==> config.mk <==
export PLATFORM = sky130hd
export DESIGN_NAME = pipe_hazard_ctrl
export DESIGN_NICKNAME = d
export VERILOG_FILES = /design/src/rtl/pipe_ctrl_pkg.sv /design/src/rtl/haz_loaduse_cmp.sv /design/src/rtl/pipe_hazard_ctrl.sv
export SDC_FILE = /design/constraint.sdc
export NUM_CORES = 1
export LEC_CHECK = 0
export CORE_UTILIZATION = 41
export DETAILED_ROUTE_END_ITERATION = 7
export MAX_ROUTING_LAYER = met4
export PLACE_DENSITY = 0.89
export SETUP_SLACK_MARGIN = 0.05
export SYNTH_ARGS = -nofsm -noshare
export SYNTH_HDL_FRONTEND = slang
export SYNTH_SLANG_ARGS = --single-unit
==> constraint.sdc <==
create_clock -name clk -period 3.4 [get_ports clk]
set_input_delay 0.34 -clock clk [delete_from_list [all_inputs] [get_ports clk]]
set_output_delay 0.34 -clock clk [all_outputs]
set_load 0.005 [all_outputs]
==> src/rtl/pipe_ctrl_pkg.sv <==
// Shared types and constants for the pipeline hazard controller.
// Holds the controller state encoding, MIPS opcode constants and the default memory timeout.
package pipe_ctrl_pkg;

  typedef enum logic [1:0] {
    RUN  = 2'd0,
    WAIT = 2'd1,
    ERR  = 2'd2
  } state_t;

  localparam logic [5:0] R_FORMAT = 6'd0;
  localparam logic [5:0] J        = 6'd2;
  localparam logic [5:0] BEQ      = 6'd4;
  localparam logic [5:0] BNE      = 6'd5;
  localparam logic [5:0] ORI      = 6'd13;
  localparam logic [5:0] LW       = 6'd35;
  localparam logic [5:0] SW       = 6'd43;

  localparam int WAIT_MAX_DEFAULT = 255;

endpackage

==> src/rtl/haz_loaduse_cmp.sv <==
// Load-use comparator: flags a load in EX whose destination is read by the instruction in ID.
// Register $0 never creates a dependency.
module haz_loaduse_cmp (
  input  logic       i_ex_memread,
  input  logic [4:0] i_ex_rt,
  input  logic [4:0] i_id_rs,
  input  logic [4:0] i_id_rt,
  input  logic       i_id_use_rt,
  output logic       o_hazard
);

  logic w_rs_hit;
  logic w_rt_hit;

  assign w_rs_hit = (i_ex_rt == i_id_rs);
  assign w_rt_hit = i_id_use_rt && (i_ex_rt == i_id_rt);
  assign o_hazard = i_ex_memread && (i_ex_rt != 5'd0) && (w_rs_hit || w_rt_hit);

endmodule

==> src/rtl/pipe_hazard_ctrl.sv <==
// Pipeline hazard controller: load-use bubbles, taken-branch flushes and data-memory wait/timeout.
// Define HAZ_PERF_CNT_EN to build the saturating stall performance counter.
module pipe_hazard_ctrl
  import pipe_ctrl_pkg::*;
#(
  parameter int CNT_W    = 16,
  parameter int WAIT_MAX = WAIT_MAX_DEFAULT
) (
  input  logic             clk,
  input  logic             rst,
  input  logic [4:0]       id_rs,
  input  logic [4:0]       id_rt,
  input  logic             id_use_rt,
  input  logic             ex_memread,
  input  logic [4:0]       ex_rt,
  input  logic             ex_take,
  input  logic             mem_req,
  input  logic             mem_ready,
  output logic             pc_we,
  output logic             ifid_we,
  output logic             ifid_flush,
  output logic             idex_we,
  output logic             idex_flush,
  output logic             exmem_we,
  output logic             memwb_bubble,
  output logic [1:0]       state,
  output logic             err,
  output logic [CNT_W-1:0] stall_cnt
);

  localparam int WCTR_W = ($clog2(WAIT_MAX + 1) > 8) ? $clog2(WAIT_MAX + 1) : 8;
  localparam logic [WCTR_W-1:0] WCTR_LAST = WCTR_W'(WAIT_MAX - 1);

  state_t            r_state;
  state_t            w_state_nxt;
  logic [WCTR_W-1:0] r_wait_ctr;
  logic [WCTR_W-1:0] w_wait_ctr_nxt;
  logic              w_loaduse;
  logic              w_mem_stall;
  logic              w_mem_done;

  haz_loaduse_cmp u_loaduse (
    .i_ex_memread (ex_memread),
    .i_ex_rt      (ex_rt),
    .i_id_rs      (id_rs),
    .i_id_rt      (id_rt),
    .i_id_use_rt  (id_use_rt),
    .o_hazard     (w_loaduse)
  );

  // mem_ready only means something while a memory access is outstanding
  assign w_mem_stall = mem_req && !mem_ready;
  assign w_mem_done  = mem_req && mem_ready;

  // State and wait-counter registers
  always_ff @(posedge clk or posedge rst) begin
    if (rst) begin
      r_state    <= RUN;
      r_wait_ctr <= {WCTR_W{1'b0}};
    end else begin
      r_state    <= w_state_nxt;
      r_wait_ctr <= w_wait_ctr_nxt;
    end
  end

  // Next-state and pipeline-control decode; reset forces the free-running pattern
  always_comb begin
    w_state_nxt    = r_state;
    w_wait_ctr_nxt = r_wait_ctr;
    pc_we          = 1'b1;
    ifid_we        = 1'b1;
    ifid_flush     = 1'b0;
    idex_we        = 1'b1;
    idex_flush     = 1'b0;
    exmem_we       = 1'b1;
    memwb_bubble   = 1'b0;
    case (r_state)
      RUN: begin
        if (w_mem_stall) begin
          pc_we          = 1'b0;
          ifid_we        = 1'b0;
          idex_we        = 1'b0;
          exmem_we       = 1'b0;
          memwb_bubble   = 1'b1;
          w_state_nxt    = WAIT;
          w_wait_ctr_nxt = {WCTR_W{1'b0}};
        end else if (ex_take) begin
          ifid_flush = 1'b1;
          idex_flush = 1'b1;
        end else if (w_loaduse) begin
          pc_we      = 1'b0;
          ifid_we    = 1'b0;
          idex_flush = 1'b1;
        end else begin
          w_state_nxt = RUN;
        end
      end
      WAIT: begin
        if (w_mem_done) begin
          w_state_nxt    = RUN;
          w_wait_ctr_nxt = {WCTR_W{1'b0}};
        end else begin
          pc_we          = 1'b0;
          ifid_we        = 1'b0;
          idex_we        = 1'b0;
          exmem_we       = 1'b0;
          memwb_bubble   = 1'b1;
          w_wait_ctr_nxt = r_wait_ctr + WCTR_W'(1);
          if (r_wait_ctr == WCTR_LAST) begin
            w_state_nxt = ERR;
          end else begin
            w_state_nxt = WAIT;
          end
        end
      end
      ERR: begin
        pc_we        = 1'b0;
        ifid_we      = 1'b0;
        idex_we      = 1'b0;
        exmem_we     = 1'b0;
        memwb_bubble = 1'b1;
        w_state_nxt  = ERR;
      end
      default: begin
        w_state_nxt    = RUN;
        w_wait_ctr_nxt = {WCTR_W{1'b0}};
      end
    endcase
    if (rst) begin
      pc_we        = 1'b1;
      ifid_we      = 1'b1;
      ifid_flush   = 1'b0;
      idex_we      = 1'b1;
      idex_flush   = 1'b0;
      exmem_we     = 1'b1;
      memwb_bubble = 1'b0;
    end else begin
      w_wait_ctr_nxt = w_wait_ctr_nxt;
    end
  end

  assign state = r_state;
  assign err   = (r_state == ERR);

`ifdef HAZ_PERF_CNT_EN
  logic [CNT_W-1:0] r_stall_cnt;

  // Saturating count of cycles in which the PC is held
  always_ff @(posedge clk or posedge rst) begin
    if (rst) begin
      r_stall_cnt <= {CNT_W{1'b0}};
    end else if (!pc_we && (r_stall_cnt != {CNT_W{1'b1}})) begin
      r_stall_cnt <= r_stall_cnt + CNT_W'(1);
    end else begin
      r_stall_cnt <= r_stall_cnt;
    end
  end

  assign stall_cnt = r_stall_cnt;
`else
  assign stall_cnt = {CNT_W{1'b0}};
`endif

endmodule
# Word-level counts from Yosys, hierarchy flattened

Cells that the tools add are included.

Output and inout bits: 26
Flip-flop bits (word level): 10
Logic and storage cells: 54
Input port bits: 22

Reductions and logical operators: 11
Eq/ne operators: 8
Add/subtract/negate cells: 1
Mux-type cells: 31
Bitwise operators: 1

Operators with widths:

| kind                                                            | count |
|---|---|
| 8-bit one-hot mux with 3 select lines                           | 1 |
| 1-bit two-way mux                                               | 19 |
| 8-bit two-way mux                                               | 2 |
| 5-bit == test                                                   | 2 |
| 2-bit two-way mux                                               | 5 |
| 1-bit one-hot mux with 3 select lines                           | 3 |
| 8-bit by 1-bit adder with 8-bit output, second input constant   | 1 |
| 8-bit == test, second input constant                            | 1 |
| 3-bit inequality test, second input constant                    | 2 |
| 2-bit one-hot mux with 3 select lines                           | 1 |
| 1-bit logical AND                                               | 5 |
| 5-bit nonzero test                                              | 1 |
| 2-bit AND reduction                                             | 2 |
| 2-bit by 1-bit == test with 1-bit output, second input constant | 1 |
| 2-bit == test, second input constant                            | 1 |
| 2-bit zero test                                                 | 1 |
| 2-bit inequality test, second input constant                    | 1 |
| 1-bit zero test                                                 | 1 |
| 1-bit logical OR                                                | 1 |
| 1-bit inverter                                                  | 1 |

# Longest topological paths before layout

Depth in word-level cells: 9
Mapped depth: 5
Mapped depth without buffers: 5

# Hierarchy

From an unflattened synthesis, not the netlist that was laid out.

Cell total of the unflattened synthesis: 111
Area total of the unflattened synthesis: 952.2 um^2

Modules (own cells, without submodules):

| module           | cells an instance | area each (um^2) | sequential area each (um^2) | instances |
|---|---|---|---|---|
| pipe_hazard_ctrl | 94                | 819.5            | 250.2                       | 1 |
| haz_loaduse_cmp  | 17                | 132.6            | 0.0                         | 1 |

# Worst setup path after synthesis

No wires, ideal clock.

Kind: input -> output
Start point: input port ex_rt[4]
End point: output port pc_we
Stages on the path: 5
Slack: 1.724 ns
Path buffers: 1
Arrival: 1.336 ns
Cell sequence: xor2_1 -> nor4_2 -> a32oi_1 -> o31a_1 -> buf_4

Word-level cells in the longest chain between the ends: 9
Elaborated cells on any way between the ends: 12

Ends and longest elaborated chain:

| item                                      | RTL line               | RTL |
|---|---|---|
| start, declared                           | pipe_hazard_ctrl.sv:15 | `input logic [4:0] ex_rt,` |
| 5-bit == test                             | haz_loaduse_cmp.sv:16  | `assign w_rt_hit = i_id_use_rt && (i_ex_rt == i_id_rt);` |
| 1-bit logical AND                         | haz_loaduse_cmp.sv:16  |  |
| 1-bit logical OR                          | haz_loaduse_cmp.sv:17  | `assign o_hazard = i_ex_memread && (i_ex_rt != 5'd0) && (w_rs_hit \|\| w_rt_hit);` |
| 1-bit logical AND (*)                     | haz_loaduse_cmp.sv:17  |  |
| 1-bit two-way mux (*) (3 in series)       | n/a                    |  |
| 1-bit one-hot mux with 3 select lines (*) | n/a                    |  |
| 1-bit two-way mux (*)                     | n/a                    |  |
| end, declared                             | pipe_hazard_ctrl.sv:19 | `output logic pc_we,` |

Every way passes the cells marked *; elsewhere a longest branch is shown, timed or not.

# Final worst setup path

Start point: input port ex_rt[4]
End point: output port ifid_we

Word-level cells in the longest chain between the ends: 9
Elaborated cells on any way between the ends: 12

Ends and longest elaborated chain:

| item                                      | RTL line                | RTL |
|---|---|---|
| 5-bit == test                             | haz_loaduse_cmp.sv:16   |  |
| 1-bit logical AND                         | haz_loaduse_cmp.sv:16   |  |
| 1-bit logical OR                          | haz_loaduse_cmp.sv:17   |  |
| 1-bit logical AND (*)                     | haz_loaduse_cmp.sv:17   |  |
| 1-bit two-way mux (*)                     | pipe_hazard_ctrl.sv:90  | `end else if (w_loaduse) begin` |
| 1-bit two-way mux (*)                     | pipe_hazard_ctrl.sv:87  | `end else if (ex_take) begin` |
| 1-bit two-way mux (*)                     | pipe_hazard_ctrl.sv:79  | `if (w_mem_stall) begin` |
| 1-bit one-hot mux with 3 select lines (*) | pipe_hazard_ctrl.sv:77  | `case (r_state)` |
| 1-bit two-way mux (*)                     | pipe_hazard_ctrl.sv:129 | `if (rst) begin` |
| end, declared                             | pipe_hazard_ctrl.sv:20  | `output logic ifid_we,` |

Marks and branches as above.

==> reports/results.tsv <==
metric	value	unit
outcome	finished, final reports clean	
synth_most_common_cell	buf_4	
cts_tree	yes	
p_per_area	279.8	nW/um^2
core	2002	um^2
end_kind	output port	
post-place-ws	797.5	ps
post-route-util	0.5800	
synth_warnings	0	
drv_slew	0	
fin_cells	162	
synth-edff-count	0	
cts-root-buf	clkbuf_4	
crit_end	ifid_we	
cts_resized	0	
die_area	2344	um^2
seq_area_frac_synth	0.2833	
synth.avg_cell_area	8.333	um^2
synth_commonest_cells	buf_4, dfrtp_1, nand2_1	
post_drt_wl_per_cell	12.14	um
peakVddDrop	0.0002060	V
diodes	0	
dp_hpwl	1565	um
dp.cells	159	
grt_max_degree	13	
max_freq	384.9	MHz
clk_pin_slew	60	ps
r2r_slack	1880	ps
crit_fanout	3	
drive_above_1_share	0.03704	
critPathArrivalTime	2260	ps
fin_setup_tns	0	ps
critPathRequiredTime	3060	ps
synth_seq_cells	10	
clock_latency	260	ps
area_growth	31.44	%
numPortBuffers	31	
path_class	in -> out	
gp_congestion	0.8316	
synth_flop_cell	dfrtp_1	
grt_usage	0.1774	
synth_top_area_share	0.2833	
yosysTopAreaCell	dfrtp_1	
hold_ws	426.6	ps
drtIter0Drc	22	
cts_buffers	3	
clock_sinks	10	
cts.path.max_buffers	2	
antenna_found_initial	0	
syn_area	883.3	um^2
total_leakage_power	0.5230	nW
io_pins	48	
rsz0062_at_grt	no	
finalHoldViolCount	0	
design_area	1161	um^2
postCtsSetupBuffers	0	
grt_pass1_vias	745	
startpoint	ex_rt[4]	
initial_core_util	0.4412	
die_y	48.42	um
via_per_inst	4.994	
ys_top_cells_by_area	dfrtp_1, buf_4, xor2_1	
fin_crit	2598	ps
rr_startpoint	state[1]	
antenna_left	0	
layout_setup_ws	801.7	ps
postPlaceCellArea	1139	um^2
finalPower	324.9	uW
drtPass1Iterations	4	
async_flop_share	1.000	
grt_pass1_wl	3160	um
cap_violations	0	
finalCritPeriodShare	0.7642	
fin_nets	161	
finClkSkew	0.9120	ps
setup_viol_count_final	0	
fp-row-count	16	
netlist_instances	106	
synthDistinctLibCells	33	
die_w	48.42	um
min_path_type	in -> async	
htree_levels	1	
drc	0	
start_kind	input pin	
cts_hold_buf	0	
overflow	0	
reg2reg_to	r_wait_ctr[5]	
r2r_cells	4	
vias	809	
wirelength	1967	um
cell families after synthesis:
logic type	Yosys count	share of synthesized area
buffers and inverters	23	0.1771
XOR/XNOR	12	0.1190
other	1	0.004245
flip-flops	10	0.2833
AO/OA/AOI/OAI	25	0.1926
adder cells (fa/ha/maj)	2	0.02832
AND/OR/NAND/NOR	33	0.1955
area by class of cell:
cell class,count,area (um^2)
timing repair buffer,31,310.3
sequential,10,250.2
multi-input combinational,88,533.0
tap,27,33.78
clock buffer,3,22.52
inverter,3,11.26
fill,185,840.8
layer usage:
metal	share of wire	vias to the layer above	track usage
met5	0	-	-
met4	0.012	0	0.08824
met1	0.44	367	0.2194
met3	0.076	4	0.02830
met2	0.47	45	0.2817
li1	-	393	-
cells in the final DEF (no fill, tap or decap), types with 2 or more instances in the layout:
cell / n
nand2b_1: 2
ha_1: 2
dfrtp_1: 10
nand2_1: 10
a21oi_1: 2
nor3b_1: 2
inv_1: 3
nor3_1: 2
nand3_1: 3
xor2_1: 9
o21ai_0: 8
a21o_1: 4
clkdlybuf4s50_1: 31
nor2_1: 6
and3_1: 2
xnor2_1: 3
conb_1: 16
clkbuf_4: 3
o21bai_1: 3
critical path, stage by stage:
cell and delay [ps]:
clkdlybuf4s50_1 460, xor2_1 190, nor4_2 300, a32oi_1 180, o31a_1 330, clkdlybuf4s50_1 450
report_power, final:
part / internal, mW / switching (mW)
Sequential: 0.130 / 0.0158
Combinational: 0.0555 / 0.0444
Clock: 0.0408 / 0.0381
registers in the layout, indices dropped and copies added, names as in the netlist:
| register | cells |
|---|---|
| state | 2 |
| r_wait_ctr | 8 |
worst min path at each step:
| stage | from | endpoint | slack [ps] | cells past startpoint |
|---|---|---|---|---|
| after floorplan | rst | r_wait_ctr[0] | 190 | 1 |
| after global placement | r_wait_ctr[7] | r_wait_ctr[7] | 500 | 2 |
| after detailed placement | r_wait_ctr[3] | r_wait_ctr[3] | 530 | 1 |
| after CTS | rst | state[0] | 430 | 2 |
| after global routing | rst | state[0] | 480 | 2 |
| final | rst | state[0] | 430 | 2 |
Power figures use the tool's default switching activity.
